File: src/rtl/rv32i_pkg.sv
// Shared RV32I definitions used by the fetch and decode stages.
package rv32i_pkg;

  // Canonical NOP (addi x0, x0, 0) and the EBREAK encoding.
  localparam logic [31:0] NOP_IW    = 32'h0000_0013;
  localparam logic [31:0] EBREAK_IW = 32'h0010_0073;

  // Major opcodes (instruction bits [6:0]).
  localparam logic [6:0] OP_LUI    = 7'b0110111;
  localparam logic [6:0] OP_AUIPC  = 7'b0010111;
  localparam logic [6:0] OP_JAL    = 7'b1101111;
  localparam logic [6:0] OP_JALR   = 7'b1100111;
  localparam logic [6:0] OP_BRANCH = 7'b1100011;
  localparam logic [6:0] OP_LOAD   = 7'b0000011;
  localparam logic [6:0] OP_STORE  = 7'b0100011;
  localparam logic [6:0] OP_IMM    = 7'b0010011;
  localparam logic [6:0] OP_REG    = 7'b0110011;
  localparam logic [6:0] OP_SYSTEM = 7'b1110011;

  // Fetch stage states: BOOT primes the memory, SQUASH hides the wrong-path word.
  typedef enum logic [1:0] {
    BOOT   = 2'd0,
    RUN    = 2'd1,
    SQUASH = 2'd2,
    HALT   = 2'd3
  } fetch_state_t;

endpackage

File: src/rtl/rv32i_pc_reg.sv
// Program counter register: reset value, word-aligned redirect load, hold, +4 step.
module rv32i_pc_reg #(
  parameter logic [31:0] PC_RESET = 32'h0000_0000
) (
  input  logic        clk,
  input  logic        reset,
  input  logic        load,
  input  logic [31:0] load_addr,
  input  logic        hold,
  output logic [31:0] pc
);

  // Redirect beats hold; the low two address bits are always cleared on load.
  always_ff @(posedge clk) begin
    if (reset) begin
      pc <= PC_RESET;
    end else if (load) begin
      pc <= load_addr & ~32'd3;
    end else if (!hold) begin
      pc <= pc + 32'd4;
    end
  end

endmodule

File: src/rtl/rv32i_fetch_unit.sv
// Instruction fetch stage: owns the PC, drives a 1-cycle synchronous imem,
// presents instruction/PC pairs to decode, handles redirects and EBREAK halt.
module rv32i_fetch_unit
  import rv32i_pkg::*;
#(
  parameter logic [31:0] PC_RESET = 32'h0000_0000,
  parameter int          IMEM_AW  = 10
) (
  input  logic               clk,
  input  logic               reset,
  input  logic               stall_in,
  input  logic               jump_enable_in,
  input  logic [31:0]        jump_addr_in,
  output logic [IMEM_AW-1:0] imem_addr,
  output logic               imem_en,
  input  logic [31:0]        imem_rdata,
  output logic [31:0]        iw_out,
  output logic [31:0]        pc_out,
  output logic               valid_out,
  output logic               halted_out
);

  fetch_state_t state, state_next;
  logic [31:0]  pc_q;
  logic [31:0]  pc_d1;
  logic         redirect;
  logic         halt_take;
  logic         freeze;

  // A redirect is honoured in every state except HALT; EBREAK only counts when on-path.
  assign redirect  = jump_enable_in && (state != HALT);
  assign halt_take = (state == RUN) && (imem_rdata == EBREAK_IW);
  assign freeze    = (state == HALT) || stall_in || halt_take;

  rv32i_pc_reg #(
    .PC_RESET (PC_RESET)
  ) u_pc_reg (
    .clk       (clk),
    .reset     (reset),
    .load      (redirect),
    .load_addr (jump_addr_in),
    .hold      (freeze),
    .pc        (pc_q)
  );

  // Track the PC of the word currently on imem_rdata.
  always_ff @(posedge clk) begin
    if (reset) begin
      pc_d1 <= 32'd0;
    end else if (redirect || !freeze) begin
      pc_d1 <= pc_q;
    end
  end

  // State register.
  always_ff @(posedge clk) begin
    if (reset) begin
      state <= BOOT;
    end else begin
      state <= state_next;
    end
  end

  // Next-state selection in priority order: redirect, halt, stall, EBREAK, advance.
  always_comb begin
    state_next = state;
    if (redirect) begin
      state_next = SQUASH;
    end else if (state == HALT) begin
      state_next = HALT;
    end else if (stall_in) begin
      state_next = state;
    end else if (halt_take) begin
      state_next = HALT;
    end else begin
      state_next = RUN;
    end
  end

  // Memory interface: a redirect must always launch the target read.
  assign imem_addr = pc_q[IMEM_AW+1:2];
  assign imem_en   = jump_enable_in | (~stall_in & (state != HALT));

  // Decode-facing outputs are a pure function of state; non-RUN slots show a NOP.
  assign iw_out     = (state == RUN) ? imem_rdata : NOP_IW;
  assign pc_out     = pc_d1;
  assign valid_out  = (state == RUN);
  assign halted_out = (state == HALT);

endmodule

File: config.mk
export PLATFORM = sky130hd
export DESIGN_NAME = rv32i_fetch_unit
export DESIGN_NICKNAME = d
export VERILOG_FILES = /design/src/rtl/rv32i_pkg.sv /design/src/rtl/rv32i_pc_reg.sv /design/src/rtl/rv32i_fetch_unit.sv
export SDC_FILE = /design/constraint.sdc
export NUM_CORES = 1
export LEC_CHECK = 0
export BUFFER_PORTS_ARGS = -buffer_cell sky130_fd_sc_hd__buf_4
export CELL_PAD_IN_SITES_DETAIL_PLACEMENT = 1
export CELL_PAD_IN_SITES_GLOBAL_PLACEMENT = 1
export CORE_MARGIN = 4
export CORE_UTILIZATION = 32
export CTS_BUF_LIST = sky130_fd_sc_hd__clkbuf_8
export CTS_CLUSTER_DIAMETER = 30
export DETAILED_ROUTE_END_ITERATION = 8
export PLACE_DENSITY_LB_ADDON = 0.05
export SLEW_MARGIN = 20
export SYNTH_ARGS = -nofsm -noshare
export SYNTH_HDL_FRONTEND = slang
export SYNTH_SLANG_ARGS = --single-unit
File: constraint.sdc
create_clock -name clk -period 2.18 [get_ports clk]
set_clock_uncertainty 0.15 [all_clocks]
set_input_delay 0.109 -clock clk [delete_from_list [all_inputs] [get_ports clk]]
set_output_delay 0.109 -clock clk [all_outputs]
set_load 0.01 [all_outputs]
# After elaboration in Yosys (flattened, before gate mapping)
# Cells that the tools add are included.
[word_totals] reg_bits=66 inputBits=68 wordCells=30
[classes] add_sub_neg=1 eq_ne=7 n_mux=7 bitwise=3 reduce_logical=7
[op_table] op="32-bit 2-to-1 mux" n=3
[op_table] op="32-bit by 3-bit adder with 32-bit output, second input constant" n=1
[op_table] op="32-bit by 21-bit == test with 1-bit output, second input constant" n=1
[op_table] op="2-bit 2-to-1 mux" n=4
[op_table] op="2-bit inequality test, second input constant" n=2
[op_table] op="1-bit logical OR" n=3
[op_table] op="3-bit by 1-bit inequality test with 1-bit output, second input constant" n=1
[op_table] op="2-bit by 1-bit == test with 1-bit output, second input constant" n=1
[op_table] op="2-bit == test, second input constant" n=1
[op_table] op="1-bit logical AND" n=2
[op_table] op="2-bit by 1-bit inequality test with 1-bit output, second input constant" n=1
[op_table] op="2-bit OR reduction" n=1
[op_table] op="1-bit bitwise AND" n=1
[op_table] op="1-bit zero test" n=1
[op_table] op="1-bit inverter" n=1
[op_table] op="1-bit bitwise OR" n=1

# Logic depth before layout (Yosys ltp)
# Gate-level depths: netlist (run 1).
[depth] depth_word=6 depth_mapped=8 ltp_nobuf=6

# By module
# A second synthesis (run 1) with hierarchy kept.
[hier_totals] cells_unflattened=504 hier_area_um2=3993.8
[modules_own_cells] module="rv32i_fetch_unit" n_inst=1 cells_per_inst=284 area_each_um2=2214.6 seq_area_each_um2=680.7
[modules_own_cells] module="rv32i_pc_reg" n_inst=1 cells_per_inst=220 area_each_um2=1779.2 seq_area_each_um2=600.6

# Worst setup path after synthesis (run 1)
# OpenSTA, ideal clock, no wires.
[synth_timing] path_kind="register to register" start="register u_pc_reg.pc[10]" end="register u_pc_reg.pc[31]" setup_time_ps=103 t_arrival_ps=1896 setup_slack_ps=31 stages_incl_launch_ff=7 synth_period_minus_slack_ps=2149 path_cell_list="dfxtp_1 -> and4_1 -> nand4_2 -> or2_0 -> buf_2 -> or3_1 -> a2111oi_2"
[synth_via] elab_chain_len=3
[synth_rtl] element="from (decl)" line="rv32i_pc_reg.sv:10" text="output logic [31:0] pc"
[synth_rtl] element="from (signal assigned)" line="rv32i_pc_reg.sv:18" text="pc <= load_addr & ~32'd3;"
[synth_rtl] element="from (signal assigned)" line="rv32i_pc_reg.sv:20" text="pc <= pc + 32'd4;"
[synth_rtl] element="32-bit by 3-bit adder with 32-bit output" line="rv32i_pc_reg.sv:20"
[synth_rtl] element="32-bit 2-to-1 mux" line="rv32i_pc_reg.sv:19" text="end else if (!hold) begin"
[synth_rtl] element="32-bit 2-to-1 mux" line="rv32i_pc_reg.sv:17" text="end else if (load) begin"
# Every way passes these cells. The select of a mux whose other input is x is not followed.
# A chain may end at the register's enable or synchronous reset.

# Worst setup path in the final report (run 1)
[layout_timing] start="register state[0]" end="register u_pc_reg.pc[9]"
[layout_via] elab_chain_len=4 elab_cells_between_ends=9 classes_between="4 x eq/ne; 1 x mux; 4 x reduce/logical"
[layout_rtl] element="from (decl)" line="rv32i_fetch_unit.sv:23" text="fetch_state_t state, state_next;"
[layout_rtl] element="from (signal assigned)" line="rv32i_fetch_unit.sv:60" text="state <= state_next;"
[layout_rtl] element="2-bit == test or 2-bit by 1-bit == test with 1-bit output (tied branches)" line="rv32i_fetch_unit.sv:33, rv32i_fetch_unit.sv:32"
[layout_rtl] element="1-bit logical OR or 1-bit logical AND (tied branches)" line="rv32i_fetch_unit.sv:33, rv32i_fetch_unit.sv:32"
[layout_rtl] element="1-bit logical OR" line="rv32i_fetch_unit.sv:33" text="assign freeze = (state == HALT) || stall_in || halt_take;"
[layout_rtl] element="2-bit inequality test (no line)"
# Parallel ways exist; a longest one is shown, timed or not.

==> results.cfg, run 1 <==
[synthesis]
synth_area_leaders = dfxtp_1 (34%), mux2i_1 (8.1%), nand2_1 (7.5%), and2_1 (5.3%), nor2_1 (4.0%)
syn_area_sq_um = 3680
synth.distinct_cells = 57
synth_edf_count = 0
synth_flop_cell = dfxtp_1
yosys.area.top_type = dfxtp_1
synthCells = 451
synth_top_area_share_pct = 33.7
yosys-top-cells-count = nand2_1 (74), dfxtp_1 (62), nor2_1 (39)
ys_seq_area_share_pct = 33.7
yosysMostFrequentCell = nand2_1
synth-seq-cells = 62
yosysWarnings = 0
synthArstFlopShare_pct = 0
postSynthAreaPerCell_sq_um = 8.17

[placement]
finalWeightedCongestion = 0.780
hpwlAfterDp_um = 9530
preCtsSetupSlack_ns = -0.141
port_buffers = 140

[global_route]
grt_first_pass_wirelength_um = 21000
overflow = 0
grtUsageMet3_pct = 4.63
grt.busiest_layer = met2
grt_max_degree = 34
antenna_found_initial = 0
grt_pass1_vias = 4247
grt_usage_pct = 19.7
grt_util_met2_pct = 34.9
use_met1_pct = 24.0

[layout]
layout.nets = 693
filler_cell_count = 1332
diodes = 0
fin_util_pct = 50.1
syn_to_final_growth_pct = 50.1
drive_gt1_share_pct = 35.4

[clock_tree]
htree_levels = 3
clkSlewWorstSetupHoldPaths_ns = 0.08
numCtsBuffers = 9
clockBufferDepth = 2
cts_sinks = 62
clockRootBuffer = clkbuf_8
cts_tree = yes
cts_setup_buffers = 0
insertion_delay_ns = 0.35

[drt]
wl_um = 12900
ant_nets = 0
drtIter0Drc = 188
vias = 4016
drcViolationCount = 0
wl_per_cell_um = 16.8
viasPerCell = 5.23
firstDrtPassIters = 4

[worst_setup_path]
endpoint_kind = flip-flop
cp.required_ns = 2.29
critPathArrivalTime_ns = 2.20
crit_path_max_fanout = 25
path_class = reg -> reg
cp-start-kind = flip-flop

[power]
leakagePower_uw = 0.00231
max-vdd-ir-drop_v = 0.000345
p_per_area_nw_per_um2 = 533
finalPower_uw = 2950

[floorplan]
coreArea_sq_um = 11000
boundaryPins = 145
die_h_um = 115
die-area_sq_um = 13300
die_x_um = 115
row_count = 38
initial_core_util_pct = 33.4

[sta]
relSlewSlack_pct = 64.4
timing.final.hold_violations = 0
setup_slack_ns = 0.0886
period_share_pct = 95.9
setup_viol = 0
fmax_ghz = 0.478
tightest_slew_ns = 0.534
drv_slew = 0
layout_min_cycle_time_ns = 2.09

[job]
cap_violations = 0

[worst_hold_path]
hp-class = in -> reg

[run_status]
status = finished clean
[registers in the layout, summed over array words and instances (netlist names)]
signal,cells
pc_out,30
u_pc_reg.pc,30
state,2
[kinds of logic after synthesis]
kind of cell               count (synthesis)  synth area share, %
adders and majority gates                  1                0.340
AOI/OAI and AO/OA                         57                 13.7
and+or+nand+nor                          245                 35.8
buffers and inverters                     54                 7.98
muxes                                     31                 8.46
other                                      1                0.102
DFF                                       62                 33.7
[per-stage QoR]
step | TNS, ns | area, sq um | instances | hold slack (ns)
after floorplan | 0 | 3690 | 452 | 0.0951
after global placement | -2.41 | 5000 | 722 | 0.185
after detailed placement | -4.24 | 5000 | 722 | 0.190
after CTS | 0 | 5500 | 768 | 0.0237
after global routing | -0.00592 | 5530 | 768 | 0.0786
final | 0 | 5530 | 768 | 0.0346
[critical path: stages (launching register included)]
cell	delay, ns
dfxtp_2	0.36
nor2b_1	0.15
and4_1	0.18
and3_1	0.23
buf_12	0.17
or4_1	0.50
a311oi_1	0.26
[per-layer routing]
layer | vias up | share of wire [%]
met4 | 0 | 1.2
met3 | 14 | 5.1
li1 | 1963 | -
met1 | 1939 | 43
met5 | - | 0
met2 | 100 | 51
[cells in the final DEF, fill, tap and decap left out, types with 2 or more instances in the layout]
master,instances
a2111oi_2,2
a211oi_1,6
a22oi_1,2
a311oi_1,9
a311oi_2,6
and2_1,31
and3_1,2
and4_1,13
buf_12,4
buf_4,174
clkbuf_8,10
clkinv_2,2
conb_1,2
dfxtp_1,60
dfxtp_2,2
dlygate4sd3_1,31
inv_1,5
mux2i_1,30
nand2_1,74
nand2b_1,5
nand3_1,9
nand4_1,5
nand4b_1,3
nor2_1,39
nor2b_1,7
nor3_1,10
nor4_1,19
nor4_2,2
o2111ai_1,2
o21ai_0,2
o21ai_2,3
o31a_1,3
o31ai_1,10
or2_2,3
or3_1,7
or4_1,7
[cell type report]
cell class	count	area (sq um)	area share, %
flip-flops and latches	62	1240	22.5
clock inverters	5	51.3	0.927
inverters	5	18.8	0.339
repair buffers	210	1710	30.9
clock buffers	10	138	2.49
well taps	140	175	3.17
multi-input cells	336	2200	39.7
[power breakdown]
| part | internal, uW | switching [uW] |
|---|---|---|
| clock network | 545 | 487 |
| registers | 1210 | 56.8 |
| logic | 348 | 302 |
[worst paths after layout]
check                                     start             end  slack (ns)  cells after the start
worst max-delay path                   state[0]  u_pc_reg.pc[9]        0.09                      6
worst min register to register       pc_out[25]      pc_out[25]        0.31                      2
worst max register to register         state[0]  u_pc_reg.pc[9]        0.09                      6
worst min-delay path            jump_addr_in[3]  u_pc_reg.pc[3]        0.03                      4
[repair_timing]
action                                  4_1_cts  5_1_grt
endpoints found under the hold margin        31        0
endpoints found under the setup margin        0        9
gates resized for setup                       0        8
hold buffers                                 31        0
Note: power is estimated with default switching activity, not from simulation.
==> run 2: changes to the inputs <==
CORE_MARGIN = unset   (was 4)
==> results.cfg, run 2 (same netlist as run 1, synthesis figures left out) <==
[drt]
viasPerCell = 5.22
met3_length_um = 599
vias = 4006
firstDrtPassIters = 4
highest_layer = met4
drtIter0Drc = 135
ant_nets = 0
wl_met1_um = 5420
wl_um = 12400
wl_met2_um = 6190
drcViolationCount = 0
wl_per_cell_um = 16.2

[floorplan]
boundaryPins = 145
die_x_um = 109
initial_core_util_pct = 33.4
die-area_sq_um = 11900
row_count = 38
die_h_um = 109
coreArea_sq_um = 11000

[sta]
rsz0062_at_grt = false
relSlewSlack_pct = 66.8
layout_min_cycle_time_ns = 2.11
setup_viol = 0
whs_ns = 0.0317
fmax_ghz = 0.473
period_share_pct = 96.9
timing.final.hold_violations = 0
drv_slew = 0
tightest_slew_ns = 0.496

[placement]
port_buffers = 140
place_inst = 720
finalWeightedCongestion = 0.766
hpwlAfterDp_um = 8950

[layout]
drive_gt1_share_pct = 35.7
diodes = 0
final_common_cell = buf_4
instances_no_fill = 767
filler_cell_count = 1328
layout.nets = 691
fin_util_pct = 50.6
final_cell_mix = buf_4 (173), nand2_1 (74), dfxtp_1 (60)
syn_to_final_growth_pct = 51.5

[clock_tree]
clockBufferDepth = 2
clkSlewWorstSetupHoldPaths_ns = 0.07
cts_tree = yes
numCtsBuffers = 9
clockRootBuffer = clkbuf_8
insertion_delay_ns = 0.35
cts_setup_buffers = 0
cts_sinks = 62
htree_levels = 3

[worst_hold_path]
whs_endpoint = u_pc_reg.pc[3]
hp-class = in -> reg
min_from = jump_addr_in[3]
hold_depth = 4

[global_route]
grt_max_degree = 35
overflow = 0
antenna_found_initial = 0
grt_first_pass_wirelength_um = 20000
grt_usage_pct = 21.7
grt_pass1_vias = 4111

[power]
finalPower_uw = 3110
seqPwrFrac_pct = 40.6
power.internal_uw = 2290
switching_share_pct = 26.5
power.switching_uw = 825
p_clk_share_pct = 38.5
max-vdd-ir-drop_v = 0.000346
leakagePower_uw = 0.00234
p_per_area_nw_per_um2 = 558
comb_power_share_pct = 20.9

[worst_setup_path]
endpoint_kind = flip-flop
rrSetupSlack_ns = 0.10
reg2reg_depth = 6
crit_path_max_fanout = 18
cp-start-kind = primary input
cp.required_ns = 2.29
path_class = in -> reg
critPathArrivalTime_ns = 2.23
worstReg2RegStart = state[0]
regToRegEndpoint = u_pc_reg.pc[9]

[run_status]
status = finished clean

[job]
cap_violations = 0
[run 2: cell types whose count changed in the layout (fill, tap and decap cells not counted), sizes merged]
cell / change
buf: -2
clkbuf: +2
bufinv: +1
clkinv: -1
clkinvlp: -1
[run 2: routing by layer]
metal / track usage [%] / up-vias
li1: - / 1962
met1: 25.5 / 1928
met2: 38.9 / 98
met3: 4.56 / 18
met4: 7.43 / 0
met5: 0 / -
[run 2: how the worst max path moves through the flow]
stage	start	end	slack, ns	cells past startpoint
final	stall_in	u_pc_reg.pc[8]	0.07	7
after floorplan	u_pc_reg.pc[10]	u_pc_reg.pc[31]	0.03	6
after detailed placement	imem_rdata[30]	u_pc_reg.pc[11]	-0.13	7
after global placement	imem_rdata[30]	u_pc_reg.pc[26]	-0.09	7
after global routing	state[0]	u_pc_reg.pc[9]	0.003	6
after CTS	u_pc_reg.pc[3]	u_pc_reg.pc[26]	0.02	6
[run 2: area by class of cell]
class                      count  area (sq um)  area share, %
multi-input combinational    336          2220           39.8
inverter                       5          18.8          0.336
clock inverter                 4          68.8           1.23
sequential                    62          1240           22.3
timing repair buffer         208          1690           30.3
tap                          140           175           3.14
clock buffer                  12           165           2.96
[run 2: power groups by stage]
| stage | logic [uW] | registers [uW] | clock network (uW) |
|---|---|---|---|
| after floorplan | 281 | 1300 | 0 |
| after global placement | 595 | 1280 | 0 |
| after detailed placement | 607 | 1290 | 0 |
| after CTS | 654 | 1260 | 1230 |
| after global routing | 712 | 1270 | 1290 |
| final | 652 | 1260 | 1200 |
[run 2: what timing repair did]
item                                    CTS  global route
hold endpoints to repair                 31             0
gates resized for setup                   0            13
hold buffers                             31             0
endpoints found under the setup margin    0            14
[run 2: worst max-delay path, cell delays in order]
cell	delay, ns
dlygate4sd3_1	0.54
buf_4	0.15
a21o_1	0.19
buf_4	0.22
or2_2	0.35
or4_1	0.42
a311oi_2	0.24
[run 2: stage by stage]
stage                     setup WS (ns)  setup TNS [ns]  instance area, sq um
after floorplan                  0.0311               0                  3690
after global placement          -0.0866           -1.20                  4980
after CTS                        0.0160               0                  5530
after global routing            0.00328               0                  5580
after detailed placement         -0.127           -3.15                  4980
final                            0.0666               0                  5580
==> run 3: changes to the inputs <==
CORE_UTILIZATION = 33   (was 32)
SYNTH_HIERARCHICAL = 1   (was unset)
==> results.cfg, run 3 <==
[run_status]
status = complete, but fails checks
failed_checks = design-rule violations, negative setup slack

[drt]
ant_nets = 0
wl_um = 17300
vias = 4938
wl_per_cell_um = 20.0
firstDrtPassIters = 6
drcViolationCount = 5
drtIter0Drc = 227
viasPerCell = 5.70

[synthesis]
yosys-top-cells-count = dfxtp_1 (64), nand2_1 (46), o21ai_0 (39)
yosys.area.top_type = dfxtp_1
postSynthAreaPerCell_sq_um = 7.92
syn_area_sq_um = 3990
ys_seq_area_share_pct = 32.1
yosysWarnings = 6
synth-seq-cells = 64
synth_edf_count = 0
synth_flop_cell = dfxtp_1
synth.distinct_cells = 53
synth_area_leaders = dfxtp_1 (32%), a221o_1 (8.0%), nor3b_1 (6.2%), o21ai_0 (4.9%), and2_1 (4.9%)
synthArstFlopShare_pct = 0
yosysMostFrequentCell = dfxtp_1
synthCells = 504
synth_top_area_share_pct = 32.1

[power]
leakagePower_uw = 0.00268
seqPwrFrac_pct = 40.5
power.switching_uw = 1010
power.internal_uw = 2310
max-vdd-ir-drop_v = 0.000338
p_clk_share_pct = 35.4
p_per_area_nw_per_um2 = 510
switching_share_pct = 30.5
comb_power_share_pct = 24.2

[floorplan]
die_x_um = 112
row_count = 39
boundaryPins = 145
die-area_sq_um = 12500
coreArea_sq_um = 11600
die_h_um = 112
initial_core_util_pct = 34.4

[worst_hold_path]
hp-class = in -> reg

[layout]
layout.nets = 787
multi_input_area_sq_um = 2820
postLayoutCellArea_sq_um = 6530
final_cell_mix = buf_4 (200), dfxtp_1 (62), nand2_1 (46)
seq_area_sq_um = 1280
filler_cell_count = 1384
syn_to_final_growth_pct = 63.6
largest_reg_flops = 32
fin_util_pct = 56.2
drive_gt1_share_pct = 39.0
final_common_cell = buf_4
instances_no_fill = 866
diodes = 0

[global_route]
overflow = 0
grt_usage_pct = 26.1
grt_first_pass_wirelength_um = 26100
antenna_found_initial = 0
grt_max_degree = 99
grt_pass1_vias = 5147

[placement]
port_buffers = 142
finalWeightedCongestion = 0.797
place_area_sq_um = 5540
hpwlAfterDp_um = 11100
preCtsSetupSlack_ns = -0.495
place_inst = 800

[clock_tree]
cts_tree = yes
clockBufferDepth = 2
insertion_delay_ns = 0.36
clockRootBuffer = clkbuf_8
numCtsBuffers = 9
clkSlewWorstSetupHoldPaths_ns = 0.08
htree_levels = 3
cts_sinks = 64

[worst_setup_path]
critPathArrivalTime_ns = 2.60
cp.required_ns = 2.29
cp_slowest_stage_delay_ns = 0.47
cp-start-kind = flip-flop
path_cells = and2_4 -> or2_4 -> nand2b_4 -> nand4b_1 -> or4_4 -> or3_4 -> a2111oi_4
path_class = reg -> reg
crit_path_max_fanout = 4
cpMaxStageDelayCell = or4_4
endpoint_kind = flip-flop

[sta]
drv_slew = 0
relSlewSlack_pct = 61.8
tightest_slew_ns = 0.568
setup_slack_ns = -0.306
setup_tns_ns = -3.51
rsz0062_at_grt = true
layout_min_cycle_time_ns = 2.49
timing.final.hold_violations = 0
period_share_pct = 114
setup_viol = 20
fmax_ghz = 0.402

[job]
cap_violations = 0
==> run 3: kinds of logic after synthesis <==
family / count (synthesis) / share of synthesized area (%)
AO/OA/AOI/OAI: 148 / 25.6
multiplexers: 1 / 0.251
buffers and inverters: 55 / 6.01
flip-flops: 64 / 32.1
other: 1 / 0.0939
AND/OR/NAND/NOR: 224 / 33.4
adder cells (fa/ha/maj): 1 / 0.313
XOR/XNOR: 10 / 2.19
==> run 3: critical path, delay by kind of cell, from the launching register on <==
kind | cells | cell delay [ns]
AO/OA/AOI/OAI | 1 | 0.28
flip-flops | 1 | 0.33
AND/OR/NAND/NOR | 6 | 1.63
==> run 3: path summary, 6_finish.rpt <==
check | startpoint | endpoint | slack [ns] | cells past startpoint
worst max register to register | state[0] | u_pc_reg/pc[28] | -0.31 | 7
worst min register to register | pc_out[10] | pc_out[10] | 0.37 | 1
worst max-delay path | state[0] | u_pc_reg/pc[28] | -0.31 | 7
worst min-delay path | reset | u_pc_reg/pc[2] | 0.19 | 3
==> run 3: layer usage <==
layer  routed length, um  up-vias  GRT usage, %
met5                   0        -             0
met4                 337        0          6.84
met3                 826       25          5.45
met2                8700      137          47.6
met1                7470     2456          30.9
li1                    -     2320             -
==> run 3: through the flow <==
| stage | hold slack [ns] | total power [uW] |
|---|---|---|
| floorplan | 0.0439 | 1680 |
| global placement | 0.212 | 2040 |
| detailed placement | 0.243 | 2060 |
| CTS | 0.150 | 3300 |
| global route | 0.189 | 3470 |
| finish | 0.189 | 3330 |
==> run 3: cell type report <==
type | instances | area share (%)
Multi-Input combinational cell | 386 | 43.1
Timing Repair Buffer | 246 | 30.5
Sequential cell | 64 | 19.7
Tap cell | 143 | 2.74
Clock buffer | 9 | 1.90
Clock inverter | 7 | 1.44
Inverter | 11 | 0.632
==> run 3: power groups by stage <==
stage                     combinational (uW)  sequential, uW  clock [uW]
after floorplan                          288            1390           0
after global placement                   672            1360           0
final                                    804            1350        1180
after detailed placement                 691            1370           0
after global routing                     861            1360        1250
after CTS                                760            1340        1200
==> run 3: timing repair <==
item                       in CTS  in global routing
pin swaps                      19                 26
hold endpoints to repair       32                  0
gates resized for setup        22                 41
setup endpoints to repair      17                 21
buffers inserted               12                  7
hold buffers                   33                  0
